[src/rtl/ballot_collector.sv]
// Collects one yes/no vote from each of four voters and hands the 4-bit ballot downstream.
// Optional forced close of a stalled session is enabled by defining BALLOT_TIMEOUT_EN.
module ballot_collector #(
    parameter int TIMEOUT = 16
) (
    input  logic       clk,
    input  logic       rst_n,
    input  logic       start,
    input  logic       vote_valid,
    input  logic [1:0] vote_id,
    input  logic       vote_val,
    output logic       vote_ready,
    output logic       dup_err,
    output logic [3:0] ballot,
    output logic       ballot_valid,
    input  logic       ballot_ready,
    output logic [2:0] vote_count,
    output logic       timeout_flag,
    output logic       busy
);

    localparam logic [1:0] IDLE    = 2'd0;
    localparam logic [1:0] COLLECT = 2'd1;
    localparam logic [1:0] PRESENT = 2'd2;

    if (TIMEOUT < 1 || TIMEOUT > 65535) begin : g_timeout_range
        $error("ballot_collector: TIMEOUT out of range 1..65535");
    end

    logic [1:0] state;
    logic [3:0] mask;
    logic       accept;
    logic       dup;
    logic       last_vote;
    logic       expire;

    assign vote_ready   = (state == COLLECT);
    assign ballot_valid = (state == PRESENT);
    assign busy         = vote_ready | ballot_valid;
    assign accept       = vote_ready & vote_valid & ~mask[vote_id];
    assign dup          = vote_ready & vote_valid & mask[vote_id];
    // Three already recorded plus this one closes the session.
    assign last_vote    = accept & (vote_count == 3'd3);

`ifdef BALLOT_TIMEOUT_EN
    localparam int             CW      = $clog2(TIMEOUT + 1);
    localparam logic [CW-1:0] TO_LAST = CW'(TIMEOUT - 1);
    localparam logic [CW-1:0] TO_MAX  = {CW{1'b1}};

    logic [CW-1:0] to_cnt;
    logic          tflag_q;

    // An accepted vote on the expiry edge wins over the timeout.
    assign expire       = vote_ready & ~accept & (to_cnt == TO_LAST);
    assign timeout_flag = tflag_q;

    always_ff @(posedge clk or negedge rst_n) begin
        if (!rst_n) begin
            to_cnt  <= '0;
            tflag_q <= 1'b0;
        end else begin
            if (((state == IDLE) && start) || accept)
                to_cnt <= '0;
            else if (vote_ready && (to_cnt != TO_MAX))
                to_cnt <= to_cnt + CW'(1);

            if ((state == IDLE) && start)
                tflag_q <= 1'b0;
            else if (expire)
                tflag_q <= 1'b1;
        end
    end
`else
    assign expire       = 1'b0;
    assign timeout_flag = 1'b0;
`endif

    always_ff @(posedge clk or negedge rst_n) begin
        if (!rst_n) begin
            state      <= IDLE;
            ballot     <= 4'b0;
            mask       <= 4'b0;
            vote_count <= 3'd0;
            dup_err    <= 1'b0;
        end else begin
            dup_err <= dup;
            case (state)
                IDLE: begin
                    if (start) begin
                        state      <= COLLECT;
                        ballot     <= 4'b0;
                        mask       <= 4'b0;
                        vote_count <= 3'd0;
                    end
                end
                COLLECT: begin
                    if (accept) begin
                        ballot[vote_id] <= vote_val;
                        mask[vote_id]   <= 1'b1;
                        vote_count      <= vote_count + 3'd1;
                    end
                    if (last_vote || expire)
                        state <= PRESENT;
                end
                PRESENT: begin
                    if (ballot_ready)
                        state <= IDLE;
                end
                default: state <= IDLE;
            endcase
        end
    end

endmodule

[config.mk]
export PLATFORM = sky130hd
export DESIGN_NAME = ballot_collector
export DESIGN_NICKNAME = d
export VERILOG_FILES = /design/src/rtl/ballot_collector.sv
export SDC_FILE = /design/constraint.sdc
export NUM_CORES = 1
export LEC_CHECK = 0
export BUFFER_PORTS_ARGS = -buffer_cell sky130_fd_sc_hd__buf_4
export CORE_UTILIZATION = 40
export CTS_CLUSTER_DIAMETER = 150
export DETAILED_ROUTE_END_ITERATION = 7
export GPL_ROUTABILITY_DRIVEN = 0
export PLACE_DENSITY_LB_ADDON = 0.3
export RECOVER_POWER = 25
export SLEW_MARGIN = 40
export SYNTH_ARGS = -nofsm -noshare
export SYNTH_HDL_FRONTEND = slang
export SYNTH_SLANG_ARGS = --single-unit
[constraint.sdc]
create_clock -name clk -period 1.81 [get_ports clk]
set_clock_uncertainty 0.2 [all_clocks]
set_input_delay 0.0905 -clock clk [delete_from_list [all_inputs] [get_ports clk]]
set_output_delay 0.0905 -clock clk [all_outputs]
set_load 0.03 [all_outputs]
==> metrics.txt <==
status complete, but fails checks; failing checks setup timing; Synth top cells by count 14 x dfrtp_1, 9 x nor2_1, 6 x ha_1, 6 x mux2_2, 6 x nand2_1; most frequent cell after synthesis dfrtp_1; worst-case clock buffer depth 2; fin cells 147; fmax 0.525 GHz; clk_lat worst skew 0.28 ns; Inst Count DP 136; Place WS -0.0996 ns; IO Port Bufs 18; min Tclk post-route 1.90 ns; Finished Core Util 62.2%; Synth cell types 27; Detailed Route Iter0 Violations 8; cts bufs inserted 3; Synth Register Bits 14; Seq/Total Area, Yosys 42.2%; Total GRT Usage 18.5%; Static Leak 0.582 nW; Overflow after GRT 0; Crit Path Class register to register; Area contributors post-synth dfrtp_1 42%, ha_1 9.0%, mux2_2 8.1%; final antenna-violating net count 0; YS warnings 0; die width 47.6 um; vias per inst 5.18; Post-Syn Nets 95; largest net degree at the start of global routing 15; area occupied by multi-input gates 503 um2; routed wire length per instance 13.4 um; Filler cells 180; chip height 47.6 um; H-tree levels 1; final worst path period share 105%; vias in the first global route 672; HP Class primary input to register; Worst slew margin 56.3%; clk slew on worst S/H paths 0.09 ns; setup ws final -0.0932 ns; final setup vio count 3; Post-synth EDFFs 0; drt drc 0; Mean Syn Cell Area 10.3 um2; Clock Sinks 14; critical path peak fanout 4; die area 0.00226 mm2; Power Density 1540 mW/mm2; Rows 16; CTS root buffer clkbuf_4; Setup crit start kind register; DRT Wirelength 1.97 mm; Yosys top cell area share 42.2%; synthesized area 831 um2; maxcap violations 0; global-route wire length before repair 2.77 mm; total core area 0.00196 mm2; Hold Vio Cnt, Final 0; worst path required time 1.79 ns; hpwl dp 1.30 mm; Yosys top cell by area dfrtp_1; Initial Util 42.3%; Mapped Cells 81; ys flop type dfrtp_1; layout cells sized above 1 43.3%; Nets 136; Register Area 353 um2; number of detailed-route iterations in the first pass 4; # diodes 0; RSZ-0062 raised after global routing yes; final max-slew violation count 0; Async SR Flop Fraction 100%; Area Overhead vs Synth 46.8%; I/O pins 20; CTS tree done; Worst Max-Slew Pin Slew 0.653 ns; via count 761; initial antenna violation count 0; critical path endpoint category register; Pwr Total 1.87 mW; worst path arrival time 1.88 ns; Max VDD drop 0.000927 V
-- cell usage in the layout, fill, tap and decap left out, drive strengths merged, types with 2 or more instances in the layout --
cell / instances
nor2: 9
nand2: 6
a22o: 5
mux2: 6
ha: 6
nor3: 2
dlygate4sd3: 6
nand3: 3
nor2b: 2
dfrtp: 14
buf: 27
inv: 5
a31oi: 2
clkbuf: 10
and2b: 2
a21oi: 3
-- cell type report --
| cell class | count | area share [%] |
|---|---|---|
| sequential | 14 | 28.9 |
| clock buffer | 3 | 1.85 |
| timing repair buffer | 40 | 23.7 |
| tap | 27 | 2.77 |
| inverter | 5 | 1.54 |
| multi-input combinational | 58 | 41.2 |
-- layer usage --
layer | share of wire [%] | GRT usage, % | up-vias
met5 | 0 | 0 | -
met4 | 1.3 | 8.33 | 0
met3 | 3.3 | 5.66 | 2
met2 | 52 | 32.9 | 19
met1 | 44 | 20.2 | 373
li1 | - | - | 367
-- power breakdown --
part | internal (mW) | switching [mW]
logic | 0.554 | 0.625
clock network | 0.0773 | 0.103
registers | 0.433 | 0.0817
total | 1.06 | 0.810
-- critical path, cell delays in order (launching register included) --
cell,delay [ns]
dfrtp_1,0.39
mux4_2,0.50
and2b_2,0.25
mux2_4,0.29
a22o_1,0.17
-- registers in the layout, indices dropped and copies added (netlist names) --
name,flops
state,2
vote_count,3
dup_err,1
ballot,4
mask,4
-- cells by family (layout without fill, tap and decap cells) --
family / after synthesis / in the layout / synth area share [%]
AO/OA/AOI/OAI: 14 / 14 / 12.2
adder cells (fa/ha/maj): 6 / 6 / 9.04
buffers and inverters: 9 / 48 / 4.97
flip-flops: 14 / 14 / 42.2
multiplexers: 8 / 8 / 12.0
other: 1 / 1 / 0.451
AND/OR/NAND/NOR: 29 / 29 / 19.1
-- through the flow --
stage                     instance area (um2)  hold WS, ns  setup TNS, ns
after floorplan                           845       -0.405        -0.0500
final                                    1220       0.0327         -0.165
after detailed placement                 1090       -0.248         -0.557
after CTS                                1210      0.00221         -0.200
after global routing                     1220       0.0307         -0.462
after global placement                   1090       -0.245         -0.211
-- repair_timing --
| action | 4_1_cts | 5_1_grt |
|---|---|---|
| pin swaps | 2 | 0 |
| gates resized for setup | 5 | 7 |
| hold buffers | 6 | 0 |
| hold endpoints to repair | 19 | 0 |
| setup endpoints to repair | 9 | 9 |
| buffers inserted | 1 | 1 |
-- path summary, 6_finish.rpt --
kind | startpoint | to | slack (ns) | cells past startpoint
min | vote_id[0] | mask[3] | 0.03 | 4
max | mask[3] | vote_count[2] | -0.09 | 4
max in group asynchronous | rst_n | vote_count[0] | 0.24 | 3
min in group asynchronous | rst_n | vote_count[2] | 0.71 | 3
min reg2reg | ballot[0] | ballot[0] | 0.34 | 1
max reg2reg | mask[3] | vote_count[2] | -0.09 | 4
Power figures use the tool's default switching activity.
